**config.mk**
```make
export PLATFORM = sky130hd
export DESIGN_NAME = apb_req_master
export DESIGN_NICKNAME = d
export VERILOG_FILES = /design/src/rtl/apb_req_master.sv
export SDC_FILE = /design/constraint.sdc
export NUM_CORES = 1
export LEC_CHECK = 0
export ABC_AREA = 1
export ABC_CLOCK_PERIOD_IN_PS = 1900
export BUFFER_PORTS_ARGS = -buffer_cell sky130_fd_sc_hd__buf_2
export CORE_UTILIZATION = 40
export CTS_CLUSTER_SIZE = 8
export DETAILED_ROUTE_END_ITERATION = 7
export PLACE_DENSITY_LB_ADDON = 0.25
export SYNTH_ARGS = -nofsm -noshare
export SYNTH_HDL_FRONTEND = slang
export SYNTH_SLANG_ARGS = --single-unit
```
**constraint.sdc**
```tcl
create_clock -name pclk_i -period 1.9 [get_ports pclk_i]
set_clock_uncertainty 0.15 [all_clocks]
set_input_delay 0.19 -clock pclk_i [delete_from_list [all_inputs] [get_ports pclk_i]]
set_output_delay 0.19 -clock pclk_i [all_outputs]
set_load 0.05 [all_outputs]
```
**src/rtl/apb_req_master.sv**
```systemverilog
// Single-outstanding valid/ready -> APB requester; 4 cycles min per transfer (accept, SETUP, ACCESS, RESP).
// Backpressure: req_ready_o only in IDLE; the response holds until rsp_ready_i; optional ACCESS timeout.
module apb_req_master #(
  parameter int ADDR_WIDTH     = 32,
  parameter int DATA_WIDTH     = 32,
  parameter int TIMEOUT_CYCLES = 0
) (
  input  logic                    pclk_i,
  input  logic                    preset_ni,
  input  logic                    req_valid_i,
  output logic                    req_ready_o,
  input  logic [ADDR_WIDTH-1:0]   req_addr_i,
  input  logic                    req_write_i,
  input  logic [DATA_WIDTH-1:0]   req_wdata_i,
  input  logic [DATA_WIDTH/8-1:0] req_strb_i,
  input  logic [2:0]              req_prot_i,
  output logic                    rsp_valid_o,
  input  logic                    rsp_ready_i,
  output logic [DATA_WIDTH-1:0]   rsp_rdata_o,
  output logic                    rsp_err_o,
  output logic                    rsp_tout_o,
  output logic [ADDR_WIDTH-1:0]   paddr_o,
  output logic                    pwrite_o,
  output logic [DATA_WIDTH-1:0]   pwdata_o,
  output logic [DATA_WIDTH/8-1:0] pstrb_o,
  output logic [2:0]              pprot_o,
  output logic                    psel_o,
  output logic                    penable_o,
  input  logic                    pready_i,
  input  logic [DATA_WIDTH-1:0]   prdata_i,
  input  logic                    pslverr_i
);

  localparam logic [1:0] S_IDLE   = 2'd0;
  localparam logic [1:0] S_SETUP  = 2'd1;
  localparam logic [1:0] S_ACCESS = 2'd2;
  localparam logic [1:0] S_RESP   = 2'd3;
  localparam int CNT_W = (TIMEOUT_CYCLES > 0) ? $clog2(TIMEOUT_CYCLES + 1) : 1;

  logic [1:0]              r_state;
  logic                    r_rst_done;
  logic [ADDR_WIDTH-1:0]   r_paddr;
  logic                    r_pwrite;
  logic [DATA_WIDTH-1:0]   r_pwdata;
  logic [DATA_WIDTH/8-1:0] r_pstrb;
  logic [2:0]              r_pprot;
  logic [DATA_WIDTH-1:0]   r_rdata;
  logic                    r_err;
  logic                    r_tout;
  logic [CNT_W-1:0]        r_cnt;

  logic w_accept;
  logic w_tout;

  assign w_accept = (r_state == S_IDLE) && r_rst_done && req_valid_i;
  // The counter holds completed not-ready ACCESS cycles, so this fires on the last allowed one.
  assign w_tout   = (TIMEOUT_CYCLES != 0) && (r_state == S_ACCESS) && !pready_i &&
                    ((int'(r_cnt) + 1) == TIMEOUT_CYCLES);

  always_ff @(posedge pclk_i or negedge preset_ni) begin
    if (!preset_ni) begin
      r_state    <= S_IDLE;
      r_rst_done <= 1'b0;
      r_paddr    <= '0;
      r_pwrite   <= 1'b0;
      r_pwdata   <= '0;
      r_pstrb    <= '0;
      r_pprot    <= '0;
      r_rdata    <= '0;
      r_err      <= 1'b0;
      r_tout     <= 1'b0;
      r_cnt      <= '0;
    end else begin
      r_rst_done <= 1'b1;
      case (r_state)
        S_IDLE: begin
          if (w_accept) begin
            r_paddr  <= req_addr_i;
            r_pwrite <= req_write_i;
            r_pwdata <= req_wdata_i;
            r_pstrb  <= req_write_i ? req_strb_i : '0;
            r_pprot  <= req_prot_i;
            r_state  <= S_SETUP;
          end
        end
        S_SETUP: begin
          r_cnt   <= '0;
          r_state <= S_ACCESS;
        end
        S_ACCESS: begin
          if (pready_i) begin
            r_rdata <= r_pwrite ? '0 : prdata_i;
            r_err   <= pslverr_i;
            r_tout  <= 1'b0;
            r_state <= S_RESP;
          end else if (w_tout) begin
            r_rdata <= '0;
            r_err   <= 1'b1;
            r_tout  <= 1'b1;
            r_state <= S_RESP;
          end else begin
            r_cnt <= r_cnt + 1'b1;
          end
        end
        default: begin
          if (rsp_ready_i) r_state <= S_IDLE;
        end
      endcase
    end
  end

  assign req_ready_o = (r_state == S_IDLE) && r_rst_done;
  assign psel_o      = (r_state == S_SETUP) || (r_state == S_ACCESS);
  assign penable_o   = (r_state == S_ACCESS);
  assign rsp_valid_o = (r_state == S_RESP);
  assign rsp_rdata_o = r_rdata;
  assign rsp_err_o   = r_err;
  assign rsp_tout_o  = r_tout;
  assign paddr_o     = r_paddr;
  assign pwrite_o    = r_pwrite;
  assign pwdata_o    = r_pwdata;
  assign pstrb_o     = r_pstrb;
  assign pprot_o     = r_pprot;

  a_access_hold: assert property (@(posedge pclk_i) disable iff (!preset_ni)
    (penable_o && !pready_i && !w_tout) |=>
      (psel_o && penable_o && $stable({paddr_o, pwrite_o, pwdata_o, pstrb_o, pprot_o})));

  a_en_needs_sel: assert property (@(posedge pclk_i) disable iff (!preset_ni)
    penable_o |-> psel_o);

endmodule

```
==> results of run 1 <==
[worst reg2reg max path: stages (launching register included)]
cell and delay, ns:
dfrtp_1 0.42, inv_1 0.14, ha_1 0.24, nand2_1 0.19, buf_4 0.24, o21ai_0 0.20
[cell type report]
cell class | count | area [um^2] | area share
clock inverter | 6 | 134 | 0.0195
multi-input combinational | 334 | 1380 | 0.201
clock buffer | 10 | 138 | 0.0201
sequential | 108 | 2700 | 0.394
timing repair buffer | 336 | 2310 | 0.337
tap | 136 | 170 | 0.0248
inverter | 7 | 26.3 | 0.00383
[stage by stage]
stage          total power [mW]  setup slack [ns]
6_report                   12.6             0.115
3_3_place_gp               10.4             0.203
3_5_place_dp               10.5            0.0907
5_1_grt                    13.3           0.00881
2_1_floorplan              8.85            0.0644
4_1_cts                    12.5           0.00797
[routing by layer]
layer	up-vias	GRT usage	part of all wire
met1	2032	0.290	0.42
met3	31	0.0487	0.060
met2	182	0.412	0.49
met5	-	0	0
met4	0	0.115	0.028
li1	2088	-	-
[cells by family after synthesis]
logic type | after synthesis
other | 2
AO/OA/AOI/OAI | 33
multiplexers | 1
adder cells (fa/ha/maj) | 4
buffers and inverters | 33
flip-flops | 108
AND/OR/NAND/NOR | 294
[power breakdown]
group	switching [mW]	leakage [nW]	total (mW)	internal (mW)
clock	0.754	0.137	1.80	1.05
combinational	5.32	2.36	6.95	1.63
sequential	0.553	1.36	3.85	3.30
total	6.63	3.86	12.6	5.97
[path summary, 6_finish.rpt]
kind / from / end / slack [ns] / depth (start not counted)
hold / removal: req_write_i / pstrb_o[1] / 0.02 / 5
max in group asynchronous: preset_ni / pwdata_o[20] / 0.82 / 3
hold reg to reg: paddr_o[11] / paddr_o[11] / 0.33 / 2
setup reg to reg: r_state[0] / rsp_rdata_o[14] / 0.25 / 5
setup / recovery: r_state[0] / penable_o / 0.12 / 3
min in group asynchronous: preset_ni / pwdata_o[30] / 0.18 / 2
[cells in the mapped netlist]
cell type / instances
nand2_1: 286
dfrtp_1: 108
o21ai_0: 32
buf_2: 18
inv_1: 6
ha_1: 4
buf_6: 3
nor2_1: 3
buf_4: 2
conb_1: 2
nand3_1: 2
nand4_1: 2
buf_1: 1
clkbuf_1: 1
clkbuf_2: 1
inv_2: 1
mux2_2: 1
nor2_2: 1
o21bai_1: 1
[state kept, by name (all words and copies together), names as in the netlist]
name,flops
paddr_o,32
pprot_o,3
pstrb_o,4
pwdata_o,32
pwrite_o,1
r_rst_done,1
r_state,2
rsp_err_o,1
rsp_rdata_o,32
[repair_timing]
action                     4_1_cts  5_1_grt
setup endpoints to repair        0       68
resized for setup                0        5
hold buffers                   105        0
hold endpoints to repair       133        0
buffers inserted                 0        0
[layout by cell type (no fill, tap or decap), drive strengths merged]
master,count
bufinv,4
mux2,1
dfrtp,108
o21ai,32
clkbuf,10
conb,2
nand3,2
clkinv,1
ha,4
o21bai,1
nor2,4
dlygate4sd3,105
nand4,2
nand2,286
inv,8
buf,231
==> impl_results.md, run 1 <==
* Delay-heaviest family, CP: buffers and inverters
* Routability cong. at roughly 0.8
* Adder-cell share of the synthesized area at 0.0118
* Initial DRC count at about 300
* Chip height at 105 um
* Yosys top cell area share at 0.639
* Pins Over Slew Limit at 0
* Synth Area in Simple Gates at 0.263
* GR Overflow Total at 0
* Row count at 37
* Worst path arrival time at 1.44 ns
* Vias at about 4,300
* Clk pin slew, worst setup/hold paths at 0.10 ns
* Via density at about 4.6
* TritonRoute pass-1 iters at 5
* Core Util, Final at 0.667
* VDD IR max at between 1000 and 1500 uV
* Synth cell types at 19
* Worst Path Required at 1.56 ns
* Layout Nets at 910
* Gate Count Post-Synth at ~480
* Post-DP HPWL at 7780 um
* Layout cell share with drive strength beyond 1 at 0.315
* Clock sink count at approximately 110
* Initial antenna violation count at 0
* Worst min path class: input port to flop
* Vias in the first global route at 4,382
* CP max stage delay at 0.42 ns
* # port buffers at 218
* Post-synthesis compound-gate area fraction at 0.0396
* Inst Count DP at 816
* Longest Clk Path Bufs at 2
* Total GRT Usage at 0.240
* Critical path endpoint category: primary output
* ANT cells at 0
* Worst path cell trace: inv_1, ha_1, buf_2
* CTS tree: done
* Xor/xnor share of the synthesized area at 0
* CP max stage cell: dfrtp_1
* Crit path kind: flop to primary output
* Setup-failing EPs final at 0
* Area contributors post-synth: dfrtp_1 64%, nand2_1 25%, o21ai_0 3.8%
* RSZ-0062 raised after global routing: false
* Htree depth at 3
* Post-Syn Area per Cell at a little under 9 um^2
* Core area at 10,300 um^2
* Synth Cell Area at 4230 um^2
* Fillcell total at between 800 and 900
* Final cycle utilization of the critical path at 0.939
* Critical Path Fanout Max at 4
* Post-layout minimum cycle time at 1.78 ns
* First-pass GRT wire length at ~21,000 um
* Syn Nets at 589
* Wirelength per Cell at 13.7 um
* Worst skew pair latency at 0.35 ns
* Setup tns final at 0 ns
* Final instance area at 6850 um^2
* Fmax at 0.560 GHz
* Area leader, netlist: dfrtp_1
* Dpl cell area at 5510 um^2
* Sequential area share after synthesis at 0.639
* Largest net degree at the start of global routing at 46
* Num CTS Buffers at 9
* Die Span X at 105 um
* Hold Fails Final Rpt at 0
* Synth Warn # at 0
* Non-Filler Instances at 937
* DRC at 0
* Status: finished, final reports clean
* Ports at 220
* Die ar. at 11,000 um^2
* Seq cells post-synth at 108
* Power per cell area at between 1500 and 2000 nW/um^2
* CP startpoint kind: flop
* Mux cell area share after synthesis at 0.00266
* Max-cap violations at 0
* Worst hold slack at 0.0227 ns
* Largest family of logic cells by synthesized area: simple AND/OR/NAND/NOR gates
* Area Overhead vs Synth at 62.0%
* Antenna viol nets, final at 0
* Initial Util at 0.412
* P_leak at 3.86 nW
* Routed WL at 12,800 um
* Clock Tree Root: clkbuf_8
* Critical path buffer and inverter count at 2
Power figures use the tool's default switching activity.
==> run 2, diff against run 1 <==
CTS_BUF_LIST = sky130_fd_sc_hd__clkbuf_4   (was default)
==> run 2 against run 1 <==
Net effect:
- global-route usage rose by 0.20 points
- core utilization rose by 0.085 points
- sequential power barely moved
- fmax fell by 1.4%
- largest cell class unchanged
- worst setup slack got worse by 0.025 ns
- final cell count rose by 0.75%
- via count rose by 0.67%
- critical endpoint is now req_ready_o
- total power fell by 1.5%
- sequential share of layout area fell by 0.050 points
- combinational power rose by 1%
- clock power fell by 15%
==> impl_results.md, run 2 (synthesis results as in run 1) <==
* Status: finished, final reports clean (unchanged)
* R2r startpoint: r_state[1] (was r_state[0])
* Clock sink count at 108 (unchanged)
* Wirelength per Cell at 13.7 um (about the same)
* Hold Fails Final Rpt at 0 (unchanged)
* Largest net degree at the start of global routing at 46 (unchanged)
* Reg-to-Reg End: pprot_o[1] (was rsp_rdata_o[14])
* Die Span X at 105 um (unchanged)
* Worst Path Required at 1.56 ns (about the same)
* DRC at 0 (unchanged)
* Antenna viol nets, final at 0 (unchanged)
* Routability cong. at 0.799 (unchanged)
* Flop-to-flop setup slack at 0.22 ns (was 0.25 ns)
* CP max stage delay at 0.44 ns (was 0.42 ns)
* Commonest non-fill, non-tap cell in the layout: nand2_1 (unchanged)
* Die ar. at 11,000 um^2 (unchanged)
* CP startpoint kind: flop (unchanged)
* Final instance area at 6860 um^2 (was 6850 um^2)
* CP max stage cell: dfrtp_1 (unchanged)
* Max-cap violations at 0 (unchanged)
* Longest Clk Path Bufs at 2 (unchanged)
* Pins Over Slew Limit at 0 (unchanged)
* Initial antenna violation count at 0 (unchanged)
* Vias at 4,362 (was 4,333)
* Routed WL at 12,900 um (was 12,800 um)
* Via density at 4.62 (about the same)
* GR Overflow Total at 0 (unchanged)
* Core Util, Final at 0.668 (was 0.667)
* Setup-failing EPs final at 0 (unchanged)
* Crit path kind: flop to primary output (unchanged)
* TritonRoute pass-1 iters at 5 (unchanged)
* Post-layout minimum cycle time at 1.81 ns (was 1.78 ns)
* Most frequent CP cell: inv_1
* # port buffers at 218 (unchanged)
* CTS tree: done (unchanged)
* Delay-heaviest family, CP: flip-flops (was buffers and inverters)
* Worst r2r path cells at 7 (was 5)
* Worst path cell trace: inv_1, ha_4, nand2_1, inv_1, buf_6 (was inv_1, ha_1, buf_2)
* Num CTS Buffers at 9 (unchanged)
* Initial Util at 0.412 (unchanged)
* VDD IR max at 1100 uV (was 1030 uV)
* Critical Path Fanout Max at 4 (unchanged)
* First-pass GRT wire length at 21,100 um (was 20,900 um)
* Internal power at 5.79 mW (was 5.97 mW)
* Critical path endpoint category: primary output (unchanged)
* Ports at 220 (unchanged)
* Clk pin slew, worst setup/hold paths at 0.16 ns (was 0.10 ns)
* Commonest non-fill, non-tap cells in the layout: 286 x nand2_1, 214 x buf_2, 109 x dlygate4sd3_1 (was 286 x nand2_1, 216 x buf_2, 108 x dfrtp_1)
* Clock share of power at 0.123 (was 0.143)
* Area Overhead vs Synth at 62.2% (was 62.0%)
* Power per cell area at 1810 nW/um^2 (was 1840 nW/um^2)
* Layout cell share with drive strength beyond 1 at 0.314 (was 0.315)
* Critical path buffer and inverter count at 3 (was 2)
* Fillcell total at 814 (was 809)
* RSZ-0062 raised after global routing: true (was false)
* Core area at 10,300 um^2 (unchanged)
* Chip height at 105 um (unchanged)
* Comb power frac at 0.568 (was 0.552)
* Total chip power at 12.4 mW (was 12.6 mW)
* Row count at 37 (unchanged)
* Layout Nets at 917 (was 910)
* Worst path arrival time at 1.47 ns (was 1.44 ns)
* Switching Share at 0.533 (was 0.526)
* ANT cells at 0 (unchanged)
* Dpl cell area at 5510 um^2 (unchanged)
* Vias in the first global route at 4,462 (was 4,382)
* Clock Tree Root: clkbuf_4 (was clkbuf_8)
* Seq pwr share at 0.309 (was 0.305)
* Fmax at 0.553 GHz (was 0.560 GHz)
* Final cycle utilization of the critical path at 0.952 (was 0.939)
* Sw power at 6.61 mW (was 6.63 mW)
* Total GRT Usage at 0.242 (was 0.240)
* Htree depth at 3 (unchanged)
* Worst min path class: input port to asynchronous set/reset pin (was input port to flop)
* Post-DP HPWL at 7780 um (unchanged)
* Worst skew pair latency at 0.43 ns (was 0.35 ns)
* P_leak at 3.87 nW (was 3.86 nW)
* Initial DRC count at 309 (unchanged)
## run 2: cell types whose count changed in the layout (fill, tap and decap cells not counted), sizes merged
cell	before	now
dlygate4sd3	105	109
clkbuf	10	9
buf	231	234
clkinv	1	2
## run 2: worst max path at each step
stage,slack (ns),start,depth (start not counted),to
after floorplan,0.06,r_state[0],7,rsp_rdata_o[10]
after global placement,0.20,r_state[0],7,paddr_o[31]
after detailed placement,0.09,r_state[0],7,pprot_o[2]
after CTS,0.004,r_state[1],5,req_ready_o
after global routing,-0.02,r_state[1],5,req_ready_o
final,0.09,r_state[1],5,req_ready_o
## run 2: what timing repair did
item                                    in CTS  in global routing
endpoints found under the setup margin       2                 29
endpoints found under the hold margin      215                  1
hold buffers                               108                  1
setup buffers                                0                  3
resized for setup                            3                  6
## run 2: final cells by class
cell class	count	area [um^2]	area share
Multi-Input combinational cell	334	1380	0.200
Sequential cell	108	2700	0.394
Timing Repair Buffer	343	2380	0.347
Tap cell	136	170	0.0248
Clock inverter	7	138	0.0201
Inverter	7	26.3	0.00383
Clock buffer	9	67.6	0.00985
## run 2: power by group through the flow
stage / Combinational [mW] / Clock, mW / Sequential (mW)
2_1_floorplan: 1.57 / 0 / 7.27
4_1_cts: 6.90 / 1.57 / 3.82
5_1_grt: 7.47 / 1.65 / 3.96
6_report: 7.04 / 1.53 / 3.83
3_3_place_gp: 6.61 / 0 / 3.83
3_5_place_dp: 6.69 / 0 / 3.84
## run 2: stage by stage
stage               worst slack, ns  hold WS [ns]  cells  TNS (ns)
global route                -0.0184        0.0745    944   -0.0254
detailed placement           0.0907        0.0213    816         0
floorplan                    0.0644        -0.256    475         0
CTS                         0.00415        0.0504    940         0
finish                       0.0906        0.0730    944         0
global placement              0.203        0.0127    816         0
## run 2: routing by layer
metal | up-vias | part of all wire | track usage | wire [um]
met1 | 2047 | 0.41 | 0.287 | 5360
li1 | 2102 | - | - | -
met3 | 25 | 0.061 | 0.0568 | 794
met5 | - | 0 | 0 | 0
met2 | 188 | 0.50 | 0.424 | 6450
met4 | 0 | 0.024 | 0.0966 | 315
